### src/rtl/mips_pkg.sv
// Shared definitions for the MIPS register-file dump engine:
// architectural sizes and the dumper state encoding.
package mips_pkg;

    localparam int REG_ADDR_W = 5;
    localparam int REG_DATA_W = 32;
    localparam int NUM_REGS   = 32;

    typedef enum logic [2:0] {
        IDLE,
        FETCH,
        SEND0,
        SEND1,
        DONE
    } dump_state_e;

endpackage

### src/rtl/mips_register_dumper.sv
// Walks a contiguous, wrapping range of registers through the two register
// file read ports and streams the captured values over valid/ready.
module mips_register_dumper
    import mips_pkg::*;
#(
    parameter int DATA_WIDTH = mips_pkg::REG_DATA_W,
    parameter int ADDR_WIDTH = mips_pkg::REG_ADDR_W,
    parameter int NUM_REGS   = mips_pkg::NUM_REGS
) (
    input  logic                  clk,
    input  logic                  rst_n,
    input  logic                  start,
    input  logic [ADDR_WIDTH-1:0] dump_base,
    input  logic [ADDR_WIDTH:0]   dump_count,
    output logic [ADDR_WIDTH-1:0] read_reg_1,
    output logic [ADDR_WIDTH-1:0] read_reg_2,
    input  logic [DATA_WIDTH-1:0] read_data_1,
    input  logic [DATA_WIDTH-1:0] read_data_2,
    output logic                  out_valid,
    input  logic                  out_ready,
    output logic [DATA_WIDTH-1:0] out_data,
    output logic [ADDR_WIDTH-1:0] out_index,
    output logic                  out_last,
    output logic                  busy,
    output logic                  done
);

    localparam logic [ADDR_WIDTH-1:0] LAST_IDX = ADDR_WIDTH'(NUM_REGS - 1);
    localparam logic [ADDR_WIDTH-1:0] IDX_ONE  = ADDR_WIDTH'(1);
    localparam logic [ADDR_WIDTH:0]   REM_ZERO = '0;
    localparam logic [ADDR_WIDTH:0]   REM_ONE  = (ADDR_WIDTH + 1)'(1);

    function automatic logic [ADDR_WIDTH-1:0] wrapInc(input logic [ADDR_WIDTH-1:0] i);
        return (i == LAST_IDX) ? '0 : i + IDX_ONE;
    endfunction

    dump_state_e           state_q;
    logic [ADDR_WIDTH-1:0] idx_q;
    logic [ADDR_WIDTH:0]   rem_q;
    logic [ADDR_WIDTH-1:0] rdAddr1_q;
    logic [ADDR_WIDTH-1:0] rdAddr2_q;
    logic [DATA_WIDTH-1:0] buf0_q;
    logic [DATA_WIDTH-1:0] buf1_q;
    logic [ADDR_WIDTH-1:0] idxInc_d;
    logic                  lastBeat_d;

    assign idxInc_d   = wrapInc(idx_q);
    assign lastBeat_d = (rem_q == REM_ONE);

    // Read addresses are loaded on entry to FETCH so they are stable for the whole capture cycle.
    always_ff @(posedge clk or negedge rst_n) begin
        if (!rst_n) begin
            state_q   <= IDLE;
            idx_q     <= '0;
            rem_q     <= '0;
            rdAddr1_q <= '0;
            rdAddr2_q <= '0;
            buf0_q    <= '0;
            buf1_q    <= '0;
        end else begin
            case (state_q)
                IDLE: begin
                    if (start) begin
                        if (dump_count != REM_ZERO) begin
                            idx_q     <= dump_base;
                            rem_q     <= dump_count;
                            rdAddr1_q <= dump_base;
                            rdAddr2_q <= wrapInc(dump_base);
                            state_q   <= FETCH;
                        end else begin
                            state_q <= DONE;
                        end
                    end
                end
                FETCH: begin
                    buf0_q  <= read_data_1;
                    buf1_q  <= read_data_2;
                    state_q <= SEND0;
                end
                SEND0: begin
                    if (out_ready) begin
                        rem_q   <= rem_q - REM_ONE;
                        idx_q   <= idxInc_d;
                        state_q <= lastBeat_d ? DONE : SEND1;
                    end
                end
                SEND1: begin
                    if (out_ready) begin
                        rem_q <= rem_q - REM_ONE;
                        idx_q <= idxInc_d;
                        if (lastBeat_d) begin
                            state_q <= DONE;
                        end else begin
                            rdAddr1_q <= idxInc_d;
                            rdAddr2_q <= wrapInc(idxInc_d);
                            state_q   <= FETCH;
                        end
                    end
                end
                DONE:    state_q <= IDLE;
                default: state_q <= IDLE;
            endcase
        end
    end

    // Outputs decode flop state only, so out_valid never depends on out_ready.
    always_comb begin
        out_valid = (state_q == SEND0) || (state_q == SEND1);
        out_data  = '0;
        if (state_q == SEND0) out_data = buf0_q;
        if (state_q == SEND1) out_data = buf1_q;
        out_index = out_valid ? idx_q : '0;
        out_last  = out_valid && lastBeat_d;
        busy      = (state_q == FETCH) || out_valid;
        done      = (state_q == DONE);
    end

    assign read_reg_1 = rdAddr1_q;
    assign read_reg_2 = rdAddr2_q;

endmodule
### config.mk
export PLATFORM = sky130hd
export DESIGN_NAME = mips_register_dumper
export DESIGN_NICKNAME = d
export VERILOG_FILES = /design/src/rtl/mips_pkg.sv /design/src/rtl/mips_register_dumper.sv
export SDC_FILE = /design/constraint.sdc
export NUM_CORES = 1
export LEC_CHECK = 0
export CORE_MARGIN = 1.5
export CORE_UTILIZATION = 51
export DETAILED_ROUTE_END_ITERATION = 10
export GPL_TIMING_DRIVEN = 1
export PLACE_DENSITY_LB_ADDON = 0.3
export REMOVE_ABC_BUFFERS = 1
export SKIP_CTS_REPAIR_TIMING = 1
export SLEW_MARGIN = 20
export SYNTH_ARGS = -nofsm -noshare
export SYNTH_HDL_FRONTEND = slang
export SYNTH_SLANG_ARGS = --single-unit
### constraint.sdc
create_clock -name clk -period 5.79 [get_ports clk]
set_input_delay 0.579 -clock clk [delete_from_list [all_inputs] [get_ports clk]]
set_output_delay 0.579 -clock clk [all_outputs]
set_load 0.01 [all_outputs]
-- Yosys cells after proc, flatten, opt, wreduce, memory -nomap -nowiden
Cells that the tools add are included.
- bits in registers: 88
- input port bits: 79
- reductions and logical operators: 11
- eq/ne operators: 14
- $add $sub $neg: 4
- muxes and demuxes: 29
- operators with widths (cell ; count):
    2-to-1 mux 5 bit ; 13
    2-to-1 mux 32 bit ; 2
    case mux 5 bit (2 select lines) ; 3
    2-to-1 mux 3 bit ; 6
    2-to-1 mux 6 bit ; 3
    adder 5 x 1 -> 5 bit, second input constant ; 3
    equality test 5 bit, second input constant ; 3
    case mux 3 bit (4 select lines) ; 1
    case mux 6 bit (2 select lines) ; 1
    != test 2 bit, second input constant ; 5
    equality test 3 x 2 -> 1 bit, second input constant ; 2
    equality test 6 x 1 -> 1 bit, second input constant ; 1
    nonzero test 6 bit ; 1
    subtractor 6 x 1 -> 6 bit, second input constant ; 1
    AND reduction 5 bit ; 1
    AND reduction 4 bit ; 1
    nonzero test 2 bit ; 2
    equality test 3 x 1 -> 1 bit, second input constant ; 1
    equality test 3 bit, second input constant ; 1
    logical NOT 3 bit ; 1
    AND reduction 3 bit ; 1
    logical OR 1 bit ; 2
    != test 2 x 1 -> 1 bit, second input constant ; 1
    OR reduction 2 bit ; 1
    logical AND 1 bit ; 1

-- Longest topological paths before layout
- depth in word-level cells: 7
- depth in mapped cells: 8

-- Worst setup path before layout
No wires, ideal clock.
- kind: input-to-reg
- from: input dump_count[2]
- to: register rdAddr2_q[0], in the netlist read_reg_2[0]
- data arrival time: 2.041 ns
- cell stages on the path: 4
- buffers on the path: 0
- library setup time: 0.125 ns
- path slack: 3.624 ns
- cell sequence: or4_4 o311a_1 a31oi_4 mux2_2
- cells in the longest elaborated chain, start to end: 3
- ends and longest elaborated chain (item ; RTL line ; text):
    from (decl) ; mips_register_dumper.sv:14 ; input logic [ADDR_WIDTH:0] dump_count,
    nonzero test 6 bit ; mips_register_dumper.sv:64 ; if (dump_count != REM_ZERO) begin
    != test 2 bit (no source line) ; n/a ;
    AND reduction 5 bit (no source line) ; n/a ;
    to (signal assigned) ; mips_register_dumper.sv:68 ; rdAddr2_q <= wrapInc(dump_base);
    to (signal assigned) ; mips_register_dumper.sv:95 ; rdAddr2_q <= wrapInc(idxInc_d);
    to (decl) ; mips_register_dumper.sv:41 ; logic [ADDR_WIDTH-1:0] rdAddr2_q;
No other way between the ends.
A chain may end at the register's enable or synchronous reset.

-- Worst setup path after layout
- from: register state_q[2]
- to: output out_index[4]
- cells in the longest elaborated chain, start to end: 3
- elaborated cells between the ends (all ways): 4
- those cells by class: eq/ne (2); mux (1); reduce/logical (1)
- ends and longest elaborated chain (item ; RTL line ; text):
    from (decl) ; mips_register_dumper.sv:37 ; dump_state_e state_q;
    from (signal assigned) ; mips_register_dumper.sv:84 ; state_q <= lastBeat_d ? DONE : SEND1;
    equality test 3 x 2 -> 1 bit ; mips_register_dumper.sv:108 ; out_valid = (state_q == SEND0) || (state_q == SEND1);
    logical OR 1 bit * ; mips_register_dumper.sv:108 ;
    2-to-1 mux 5 bit * ; mips_register_dumper.sv:112 ; out_index = out_valid ? idx_q : '0;
    to (decl) ; mips_register_dumper.sv:22 ; output logic [ADDR_WIDTH-1:0] out_index,
Mark *: on every way between the ends. The rest lies on a longest branch, timed or not.

==> results.cfg <==
[run_status]
status = complete, no violations

[synthesis]
synth-edff-count = 0
synth_area_leader_cell = dfrtp_1
yosysSeqAreaShare_pct = 50.2
synth.ff_latch_count = 88
synthArstFlopShare_pct = 100
yosysWarnings = 0
netlist-cell-type-count = 40
ys.flop_type = dfrtp_1
synth.area.top_cells = dfrtp_1 (50%), mux2_2 (17%), mux2i_1 (8.9%)
yosysTopAreaCellShare_pct = 50.2
syn-instance-count = 385
synth_area_per_cell_um2 = 11.4
synth_area_um2 = 4380

[pwr]
power_uw = 3380
power.leakage_uw = 0.00253
p_sw_uw = 1250
clkPwrFrac_pct = 12.5
ir_worst_vdd_mv = 0.268
seqPwrFrac_pct = 33.8
switching_share_pct = 36.8
pwr-share-comb_pct = 53.7
intPower_uw = 2140
power.density_nw_per_um2 = 570

[clocking]
insertion_delay_ns = 0.35
clkSinkCount = 88
ctsHtreeMaxLevel = 3
tritoncts = built
clk_pin_slew_worst_paths_ns = 0.09
cts_inserted_buffers = 9
root_buffer = clkbuf_8
clk_path_buf_depth = 2

[run]
max-cap-violations = 0

[setup_path]
r2r_cells = 5
critical-path-max-stage-delay_ns = 0.86
crit_path_end_kind = primary output
critPathMaxFanout = 48
path_depth = 4
critPathLaunchType = flop
crit_type = reg2out
critPathTopFamily = simple AND/OR/NAND/NOR gates
cp.arrival_ns = 3.06
cp_slowest_cell = nand2b_2
critPathBufInv = 2
cp.required_ns = 5.21
path_cells = nand2b_2 > inv_1 > and2_1 > clkdlybuf4s50_1

[placed_design]
dp_hpwl_um = 7290
place_congestion = 0.887
port_buffers = 129
place_area_um2 = 5730

[layout]
final_common_cell = clkdlybuf4s50_1
final_cell_mix = clkdlybuf4s50_1 (128), dfrtp_1 (87), mux2_2 (65)
utilization_pct = 71.8
drive_gt1_share_pct = 18.4
syn2layout_area_growth_pct = 35.3
antenna_cells = 0
design_area_um2 = 5930
final_nets = 595

[grt]
grt_pass1_vias = 3534
grt_usage_pct = 23.3
met2_usage_pct = 39.4
busiest_layer = met2
grt_start_max_net_pins = 55
use_met1_pct = 28.3
antenna_found_initial = 0
grt_first_pass_wirelength_um = 16300
gr-usage-met3_pct = 6.56
grt_overflow = 0

[floorplanning]
die_area_um2 = 9160
start_util_pct = 53.1
core-area_um2 = 8260
die_h_um = 95.7
die_w_um = 95.7
fp-row-count = 33
io_pins = 130

[drt]
drc_errors = 0
drt-total-wl_um = 10100
final_antenna_net_count = 0
drt-initial-drc-count = 162
num_vias = 3357
via_per_inst = 5.44
routedWlPerCell_um = 16.3
drt_first_pass_iters = 4

[sta]
finalCriticalPeriod_ns = 3.64
rsz0062_at_grt = no
finalCritPeriodShare_pct = 62.9
finalClockSkew_ns = 0.0146
drv_slew = 0
fmax_mhz = 275
whs_ns = 0.166
setup_viol = 0
worst_pin_slew_ns = 1.05
finalHoldViolCount = 0
tns_ns = 0
slew_headroom_pct = 30.0

[hold_path]
min_path_type = in2async
routing by layer:
metal / up-vias / part of all wire (%)
li1: 1590 / -
met1: 1646 / 42
met2: 109 / 50
met3: 12 / 7.0
met4: 0 / 1.2
met5: - / 0
final cells by class:
type / instances / area (µm²)
clock inverters: 5 / 56.3
fillers: 654 / 2330
flip-flops and latches: 88 / 2200
inverters: 7 / 26.3
clock buffers: 11 / 141
multi-input cells: 269 / 2060
repair buffers: 132 / 1310
well taps: 105 / 131
registers in the layout (all words and copies together) (netlist names):
| signal | cells |
|---|---|
| rem_q | 6 |
| buf1_q | 32 |
| read_reg_2 | 5 |
| idx_q | 5 |
| buf0_q | 32 |
| read_reg_1 | 5 |
| state_q | 3 |
cells by family after synthesis:
kind of cell             share of synthesized area [%]
adder cells (fa/ha/maj)                           2.57
XOR/XNOR                                         0.799
AO/OA/AOI/OAI                                     7.51
buffers and inverters                             3.08
flip-flops                                        50.2
AND/OR/NAND/NOR                                   10.2
multiplexers                                      25.6
path summary, 6_finish.rpt:
path                                     from             to  slack, ns
max in group asynchronous               rst_n     buf0_q[14]       4.56
min in group clk                read_reg_1[4]  read_reg_1[4]       0.48
worst min register to register  read_reg_1[4]  read_reg_1[4]       0.48
worst min-delay path                    rst_n  read_reg_1[4]       0.17
worst max register to register     state_q[0]      buf0_q[1]       2.78
worst max-delay path               state_q[2]   out_index[4]       2.15
synthesized netlist by cell type, drive strengths merged (3+ instances only):
master / count
a21oi: 16
a31oi: 3
and2: 5
and3: 3
buf: 16
clkbuf: 5
dfrtp: 88
ha: 9
inv: 7
mux2: 65
mux2i: 39
nand2: 16
nand2b: 3
nor2: 53
nor3: 11
o21ai: 19
o22a: 3
xor2: 3
through the flow:
| step | instances | worst slack (ns) |
|---|---|---|
| 3_5_place_dp | 601 | 2.52 |
| 4_1_cts | 617 | 2.13 |
| 3_3_place_gp | 601 | 2.62 |
| 2_1_floorplan | 364 | 0.981 |
| 5_1_grt | 617 | 1.97 |
| 6_report | 617 | 2.15 |
power groups by stage:
stage	sequential, µW	clock, µW	combinational (µW)
6_report	1140	423	1810
5_1_grt	1180	459	1990
4_1_cts	1140	432	1840
3_5_place_dp	1160	0	1820
3_3_place_gp	1130	0	1780
2_1_floorplan	1140	0	1110
No activity file was read; power rests on OpenSTA's default activity.
